$ cat src/rtl/inst_fetch_queue_pkg.sv
// Shared types and constants for the instruction fetch queue.
// Holds the fetch entry layout and the architectural widths.
package inst_fetch_queue_pkg;

    localparam int unsigned InstAddrWidth = 32;
    localparam int unsigned InstWidth     = 32;
    localparam logic [InstAddrWidth-1:0] ResetPc = 32'h1c00_0000;

    // One queued fetch result; adef marks a misaligned-address fault entry
    typedef struct packed {
        logic [InstAddrWidth-1:0] pc;
        logic [InstWidth-1:0]     inst;
        logic                     adef;
    } fetch_entry_t;

    function automatic logic is_word_aligned(input logic [InstAddrWidth-1:0] addr);
        return addr[1:0] == 2'b00;
    endfunction

endpackage

$ cat src/rtl/inst_queue_fifo.sv
// Synchronous FIFO with push/pop/flush, occupancy count and a head read port.
// Flush and reset both empty the queue; push into a full queue is the caller's job to prevent.
module inst_queue_fifo #(
    parameter int unsigned WIDTH = 65,
    parameter int unsigned DEPTH = 4,
    parameter int unsigned PTR_W = 2
) (
    input  logic             clk,
    input  logic             rst,
    input  logic             flush,
    input  logic             push,
    input  logic [WIDTH-1:0] push_data,
    input  logic             pop,
    output logic [WIDTH-1:0] head_c,
    output logic [PTR_W:0]   count,
    output logic             empty_c
);

    logic [WIDTH-1:0] mem [DEPTH];
    logic [PTR_W-1:0] wr_ptr;
    logic [PTR_W-1:0] rd_ptr;
    logic             do_push;
    logic             do_pop;

    always_comb begin
        do_push = push && !rst && !flush;
        do_pop  = pop && !rst && !flush && (count != '0);
        head_c  = mem[rd_ptr];
        empty_c = (count == '0);
    end

    // Pointer and occupancy tracking; DEPTH is a power of two so pointers wrap naturally
    always_ff @(posedge clk) begin
        if (rst || flush) begin
            wr_ptr <= '0;
            rd_ptr <= '0;
            count  <= '0;
        end else begin
            if (do_push) begin
                wr_ptr <= wr_ptr + PTR_W'(1);
            end
            if (do_pop) begin
                rd_ptr <= rd_ptr + PTR_W'(1);
            end
            case ({do_push, do_pop})
                2'b10:   count <= count + (PTR_W+1)'(1);
                2'b01:   count <= count - (PTR_W+1)'(1);
                default: count <= count;
            endcase
        end
    end

    // Storage carries no reset; validity is tracked by count alone
    always_ff @(posedge clk) begin
        if (do_push) begin
            mem[wr_ptr] <= push_data;
        end
    end

endmodule

$ cat src/rtl/inst_fetch_queue.sv
// Fetch-side requester: owns the PC, reads the combinational instruction ROM and
// queues {pc, inst, adef} for decode; back-end redirects flush the queue.
module inst_fetch_queue
    import inst_fetch_queue_pkg::*;
#(
    parameter logic [InstAddrWidth-1:0] RESET_PC = ResetPc,
    parameter int unsigned              DEPTH    = 4,
    parameter int unsigned              PTR_W    = 2
) (
    input  logic                     clk,
    input  logic                     rst,
    output logic                     rom_inst_en,
    output logic [InstAddrWidth-1:0] rom_inst_addr,
    input  logic [InstWidth-1:0]     rom_inst,
    input  logic                     redirect_valid,
    input  logic [InstAddrWidth-1:0] redirect_pc,
    output logic                     dec_valid,
    input  logic                     dec_ready,
    output logic [InstAddrWidth-1:0] dec_pc,
    output logic [InstWidth-1:0]     dec_inst,
    output logic                     dec_adef
);

    localparam int unsigned EntryW = InstAddrWidth + InstWidth + 1;

    logic [InstAddrWidth-1:0] pc;
    logic                     halted;
    logic                     fetch_c;
    logic                     aligned_c;
    logic                     pop_c;
    fetch_entry_t             push_entry_c;
    fetch_entry_t             head_entry_c;
    logic [EntryW-1:0]        head_raw_c;
    logic [PTR_W:0]           fifo_count;
    logic                     fifo_empty_c;

    // Fetch gating uses only registered occupancy, so dec_ready never reaches the ROM
    always_comb begin
        aligned_c    = is_word_aligned(pc);
        fetch_c      = !rst && !redirect_valid && !halted
                       && (fifo_count < (PTR_W+1)'(DEPTH));
        rom_inst_en  = fetch_c && aligned_c;
        rom_inst_addr = pc;

        push_entry_c.pc   = pc;
        push_entry_c.inst = aligned_c ? rom_inst : '0;
        push_entry_c.adef = !aligned_c;

        dec_valid    = !rst && !fifo_empty_c;
        pop_c        = dec_valid && dec_ready && !redirect_valid;

        head_entry_c = fetch_entry_t'(head_raw_c);
        dec_pc       = dec_valid ? head_entry_c.pc   : '0;
        dec_inst     = dec_valid ? head_entry_c.inst : '0;
        dec_adef     = dec_valid ? head_entry_c.adef : 1'b0;
    end

    // PC and halt tracking: a misaligned fetch parks the PC until the next redirect
    always_ff @(posedge clk) begin
        if (rst) begin
            pc     <= RESET_PC;
            halted <= 1'b0;
        end else if (redirect_valid) begin
            pc     <= redirect_pc;
            halted <= 1'b0;
        end else if (fetch_c) begin
            if (aligned_c) begin
                pc <= pc + InstAddrWidth'(4);
            end else begin
                halted <= 1'b1;
            end
        end
    end

    inst_queue_fifo #(
        .WIDTH (EntryW),
        .DEPTH (DEPTH),
        .PTR_W (PTR_W)
    ) u_fifo (
        .clk       (clk),
        .rst       (rst),
        .flush     (redirect_valid),
        .push      (fetch_c),
        .push_data (EntryW'(push_entry_c)),
        .pop       (pop_c),
        .head_c    (head_raw_c),
        .count     (fifo_count),
        .empty_c   (fifo_empty_c)
    );

endmodule

$ cat config.mk
export PLATFORM = sky130hd
export DESIGN_NAME = inst_fetch_queue
export DESIGN_NICKNAME = d
export VERILOG_FILES = /design/src/rtl/inst_fetch_queue_pkg.sv /design/src/rtl/inst_queue_fifo.sv /design/src/rtl/inst_fetch_queue.sv
export SDC_FILE = /design/constraint.sdc
export NUM_CORES = 1
export LEC_CHECK = 0
export BUFFER_PORTS_ARGS = -buffer_cell sky130_fd_sc_hd__buf_2
export CAP_MARGIN = 15
export CORE_MARGIN = 5
export CORE_UTILIZATION = 42
export CTS_CLUSTER_SIZE = 40
export DETAILED_ROUTE_END_ITERATION = 6
export PLACE_DENSITY = 0.73
export REMOVE_ABC_BUFFERS = 1
export SYNTH_ARGS = -nofsm -noshare
export SYNTH_HDL_FRONTEND = slang
export SYNTH_SLANG_ARGS = --single-unit
$ cat constraint.sdc
create_clock -name clk -period 3.5 [get_ports clk]
set_clock_uncertainty 0.05 [all_clocks]
set_input_delay 0.525 -clock clk [delete_from_list [all_inputs] [get_ports clk]]
set_output_delay 0.525 -clock clk [all_outputs]
set_load 0.01 [all_outputs]
==> results of run 1 <==
[worst max-delay path, stage by stage (launching register included)]
cell and delay, ns:
dfxtp_4 0.69, buf_4 0.30, mux4_2 0.57, and2_1 0.17, buf_2 0.13
[report_power, final]
part | internal, W | switching (W)
clock | 0.00179 | 0.00124
sequential | 0.00403 | 0.0000889
combinational | 0.000168 | 0.000230
[routing by layer]
layer	vias up	global-route usage	wire [um]
met5	-	0	0
met3	39	0.02511	1580
li1	3151	-	-
met4	0	0.03512	492
met1	3469	0.2452	12580
met2	216	0.2491	12780
[registers in the layout, indices dropped and copies added (netlist names), named ones only]
signal and cells:
u_fifo.mem 260, rom_inst_addr 32, u_fifo.count 3, u_fifo.rd_ptr 2
u_fifo.wr_ptr 2, halted 1
[logic make-up after synthesis]
logic type,count (synthesis),synth area share
buffers and inverters,84,0.03594
multiplexers,72,0.1228
flip-flops,302,0.6919
AO/OA/AOI/OAI,47,0.02422
AND/OR/NAND/NOR,219,0.09930
XOR/XNOR,26,0.01822
adder cells (fa/ha/maj),7,0.007608
[stage by stage]
stage	area, um^2	power (W)	setup slack (ns)	setup TNS [ns]
finish	14660	0.007540	0.5159	0
global route	14660	0.007799	0.3434	0
CTS	14660	0.007615	0.4290	0
detailed placement	13730	0.004595	0.4737	0
global placement	13730	0.004581	0.5352	0
floorplan	12110	0.004375	-0.6796	-44.17
[placed cells by master (no fill, tap or decap), types with 17 or more instances in the layout]
cell type	n
and2_1	97
buf_4	17
edfxtp_1	260
clkbuf_16	29
dfxtp_1	40
nor2_1	43
nand2_1	21
mux4_2	65
buf_2	166
[layout make-up]
cell class	instances	area, um^2	area share
Clock inverter	7	86.33	0.005888
Timing Repair Buffer	190	1099	0.07493
Tap cell	390	488.0	0.03328
Inverter	15	56.30	0.003840
Clock buffer	47	843.3	0.05752
Sequential cell	302	8656	0.5904
Multi-Input combinational cell	371	3433	0.2342
[worst max path at each step]
stage / from / to
2_1_floorplan: register / dec_adef
3_3_place_gp: rst / u_fifo.count[2]$_SDFFE_PP0P_
3_5_place_dp: rst / u_fifo.count[2]$_SDFFE_PP0P_
4_1_cts: register / dec_pc[8]
5_1_grt: register / dec_pc[8]
6_report: register / dec_pc[22]
==> flow_metrics.env, run 1 <==
export IMPL_synth_edff_count=260
export IMPL_hp_start="redirect_pc[0]"
export IMPL_tightest_slew_ns=0.5900
export IMPL_clk_latency_ns=0.54
export IMPL_dieHeight_um=182.5
export IMPL_synth_main_ff_cell="edfxtp_1"
export IMPL_start_util=0.4240
export IMPL_hold_depth=3
export IMPL_antenna_found_initial=0
export IMPL_grt_pass1_wl_um=41880
export IMPL_fp_row_count=63
export IMPL_postSynthAreaPerCell_um2=16.51
export IMPL_clockRootBuffer="clkbuf_16"
export IMPL_dr_total_vias=6875
export IMPL_ctsHtreeMaxLevel=1
export IMPL_synth_distinct_cells=46
export IMPL_ant_nets=0
export IMPL_gr_total_overflow=0
export IMPL_tritoncts="done"
export IMPL_stdcell_count=1322
export IMPL_synthTopCellsByArea="edfxtp_1, mux4_2, dfxtp_1, and2_1, buf_4"
export IMPL_port_buffers=166
export IMPL_dieArea_um2=33310
export IMPL_grt_usage=0.1616
export IMPL_yosys_area_top_type_share=0.6246
export IMPL_synth_area_um2=12500
export IMPL_fmax_mhz=335.1
export IMPL_whs_ns=0.1797
export IMPL_setup_viol=0
export IMPL_slew_headroom=0.6067
export IMPL_grt_max_degree=67
export IMPL_drtIter0Drc=485
export IMPL_cp_end_kind="primary output"
export IMPL_p_leak_nw=5.166
export IMPL_routed_wl_um=27430
export IMPL_drv_cap=0
export IMPL_synthArstFlopShare=0
export IMPL_synth_seq_cells=302
export IMPL_ios=167
export IMPL_dr_pass1_iters=5
export IMPL_final_util=0.4973
export IMPL_status="finished, final reports clean"
export IMPL_vias_per_cell=5.200
export IMPL_cts_buffers=29
export IMPL_power_density_nw_per_um2=514.2
export IMPL_path_class="register to primary output"
export IMPL_hold_viol_final=0
export IMPL_yosys_warnings=0
export IMPL_rr_worst_depth=8
export IMPL_fin_crit_sh=0.8526
export IMPL_cp_start_kind="register"
export IMPL_timing_rr_end="u_fifo.count[2]$_SDFFE_PP0P_"
export IMPL_crit_arrival_ns=2.41
export IMPL_first_global_vias=6985
export IMPL_cp_required_ns=2.92
export IMPL_diodes=0
export IMPL_cts_hold_buffers_added=0
export IMPL_cts_buffer_depth=3
export IMPL_core_um2=29480
export IMPL_min_to="rom_inst_addr[0]$_SDFFE_PP0P_"
export IMPL_hold_path_class="input pin to register"
export IMPL_postCtsSetupBuffers=0
export IMPL_path_clk_slew_ns=0.06
export IMPL_synthesis_instances=757
export IMPL_fin_crit_ns=2.984
export IMPL_n_fill_cell=2496
export IMPL_area_growth_pct=17.30
export IMPL_slew_violations=0
export IMPL_dp_hpwl_um=18410
export IMPL_rsz0062_at_grt="no"
export IMPL_ys_top_cells_by_count="edfxtp_1, and2_1, mux4_2"
export IMPL_post_synth_top_area_cell="edfxtp_1"
export IMPL_cts_sinks=302
export IMPL_yosysSeqAreaShare=0.6919
export IMPL_yosysMostFrequentCell="edfxtp_1"
export IMPL_rr_startpoint="u_fifo.count[2]$_SDFFE_PP0P_"
export IMPL_drc=0
export IMPL_crit_fanout=24
export IMPL_dp_cells=1268
export IMPL_die_w_um=182.5
export IMPL_drive_gt1_frac=0.3401
export IMPL_gp_congestion=0.8295
export IMPL_wl_per_cell_um=20.75
export IMPL_layout_nets=984
export IMPL_cts_resized=0
export IMPL_r2r_slack_ns=0.88
export IMPL_ir_worst_vdd_mv=0.3514
(Power assumes the default switching activity.)
==> run 2, diff against run 1 <==
--- a/config.mk
+++ b/config.mk
@@ -8,10 +8,10 @@
 export BUFFER_PORTS_ARGS = -buffer_cell sky130_fd_sc_hd__buf_2
 export CAP_MARGIN = 15
 export CORE_MARGIN = 5
-export CORE_UTILIZATION = 42
+export CORE_UTILIZATION = 35
 export CTS_CLUSTER_SIZE = 40
 export DETAILED_ROUTE_END_ITERATION = 6
-export PLACE_DENSITY = 0.73
+export PLACE_DENSITY = 0.65
 export REMOVE_ABC_BUFFERS = 1
 export SYNTH_ARGS = -nofsm -noshare
 export SYNTH_HDL_FRONTEND = slang
==> flow_metrics.env, run 2 (synthesis gave the netlist of run 1 again) <==
export IMPL_ctsHtreeMaxLevel=1
export IMPL_dieArea_um2=39590
export IMPL_routed_wl_um=28760
export IMPL_rr_worst_depth=8
export IMPL_slew_headroom=0.4250
export IMPL_dr_wl_met3_um=1780
export IMPL_vias_per_cell=4.944
export IMPL_r2r_slack_ns=0.85
export IMPL_tns_ns=0
export IMPL_dr_total_vias=6887
export IMPL_clk_latency_ns=0.55
export IMPL_grt_usage=0.1429
export IMPL_cp_required_ns=2.92
export IMPL_cp_slowest_stage_delay_ns=0.69
export IMPL_crit_arrival_ns=2.44
export IMPL_hold_viol_final=0
export IMPL_endpoint="dec_pc[22]"
export IMPL_cts_resized=0
export IMPL_postCtsSetupBuffers=0
export IMPL_cts_buffers=31
export IMPL_gp_congestion=0.8249
export IMPL_cts_sinks=302
export IMPL_diodes=0
export IMPL_dp_hpwl_um=18890
export IMPL_final_cell_mix="edfxtp_1, buf_2, and2_1"
export IMPL_dieHeight_um=199.0
export IMPL_slew_violations=0
export IMPL_stdcell_count=1393
export IMPL_grt_pass1_wl_um=43460
export IMPL_crit_fanout=24
export IMPL_setup_slack_ns=0.4844
export IMPL_hold_path_class="input pin to register"
export IMPL_dr_pass1_iters=5
export IMPL_drv_cap=0
export IMPL_cp_buffers_inverters=2
export IMPL_cp_end_kind="primary output"
export IMPL_timing_rr_end="u_fifo.count[2]$_SDFFE_PP0P_"
export IMPL_largest_reg_flops=260
export IMPL_wl_met1_um=12840
export IMPL_cp_depth=4
export IMPL_hp_start="redirect_pc[4]"
export IMPL_tritoncts="done"
export IMPL_dp_cells=1336
export IMPL_ant_nets=0
export IMPL_die_w_um=199.0
export IMPL_fin_crit_ns=3.016
export IMPL_status="finished, final reports clean"
export IMPL_rsz0062_at_grt="no"
export IMPL_dp_slack_ns=0.5004
export IMPL_path_clk_slew_ns=0.06
export IMPL_first_global_vias=7064
export IMPL_clockRootBuffer="clkbuf_16"
export IMPL_fp_row_count=69
export IMPL_drive_gt1_frac=0.3455
export IMPL_slowest_stage="dfxtp_4"
export IMPL_cts_buffer_depth=3
export IMPL_start_util=0.3531
export IMPL_core_um2=35400
export IMPL_layout_nets=983
export IMPL_n_fill_cell=3228
export IMPL_area_growth_pct=18.65
export IMPL_drc=0
export IMPL_gr_total_overflow=0
export IMPL_ir_worst_vdd_mv=0.3931
export IMPL_final_common_cell="edfxtp_1"
export IMPL_grt_max_degree=61
export IMPL_cp_start_kind="register"
export IMPL_worstPathCellList="buf_4, mux4_2, and2_1, buf_2"
export IMPL_cts_hold_buffers_added=0
export IMPL_rr_startpoint="u_fifo.count[2]$_SDFFE_PP0P_"
export IMPL_setup_viol=0
export IMPL_ios=167
export IMPL_drtIter0Drc=432
export IMPL_p_leak_nw=5.197
export IMPL_tightest_slew_ns=0.8626
export IMPL_cp_top_family="flip-flops"
export IMPL_fmax_mhz=331.6
export IMPL_largest_register="u_fifo.mem"
export IMPL_antenna_found_initial=2
export IMPL_wl_per_cell_um=20.65
export IMPL_port_buffers=166
export IMPL_wl_met2_um=13680
export IMPL_path_class="register to primary output"
export IMPL_power_density_nw_per_um2=523.6
export IMPL_fin_crit_sh=0.8616
export IMPL_top_layer="met4"
run 2: worst min-delay path, cell delays in order:
cell     delay, ns
buf_2         0.07
mux2i_1       0.05
nor2_1        0.07
run 2: worst min-delay path by stage:
stage / cells after the start / slack (ns) / endpoint
after global routing: 3 / 0.17 / rom_inst_addr[2]$_SDFFE_PP0P_
final: 3 / 0.16 / rom_inst_addr[4]$_SDFFE_PP0P_
after global placement: 2 / 0.46 / u_fifo.wr_ptr[1]$_SDFFE_PP0P_
after detailed placement: 2 / 0.47 / u_fifo.wr_ptr[1]$_SDFFE_PP0P_
after CTS: 3 / 0.13 / rom_inst_addr[4]$_SDFFE_PP0P_
after floorplan: 2 / 0.43 / u_fifo.count[1]$_SDFFE_PP0P_
run 2: metrics by stage:
stage	area, um^2	util	hold WS [ns]	power, W
finish	14830	0.4190	0.1588	0.007765
global route	14830	0.4190	0.1697	0.008062
CTS	14830	0.4190	0.1320	0.007863
detailed placement	13820	0.3904	0.4698	0.004601
global placement	13820	0.3904	0.4607	0.004590
floorplan	12110	-	0.4312	0.004375
run 2: routing by layer:
layer | track usage | up-vias
li1 | - | 3151
met4 | 0.02482 | 0
met2 | 0.2273 | 229
met5 | 0 | -
met3 | 0.02558 | 34
met1 | 0.2103 | 3473
run 2: power breakdown:
part           internal (W)  switching [W]  total, W
Clock               0.00192        0.00133   0.00325
Combinational      0.000170       0.000232  0.000402
Sequential          0.00403      0.0000858   0.00411
run 2: cell type report:
| class | count | area (um^2) | area share |
|---|---|---|---|
| Sequential cell | 302 | 8656 | 0.5836 |
| Multi-Input combinational cell | 371 | 3427 | 0.2311 |
| Clock buffer | 34 | 787.0 | 0.05307 |
| Inverter | 15 | 56.30 | 0.003797 |
| Clock inverter | 23 | 226.5 | 0.01527 |
| Tap cell | 461 | 576.8 | 0.03889 |
| Timing Repair Buffer | 187 | 1101 | 0.07424 |
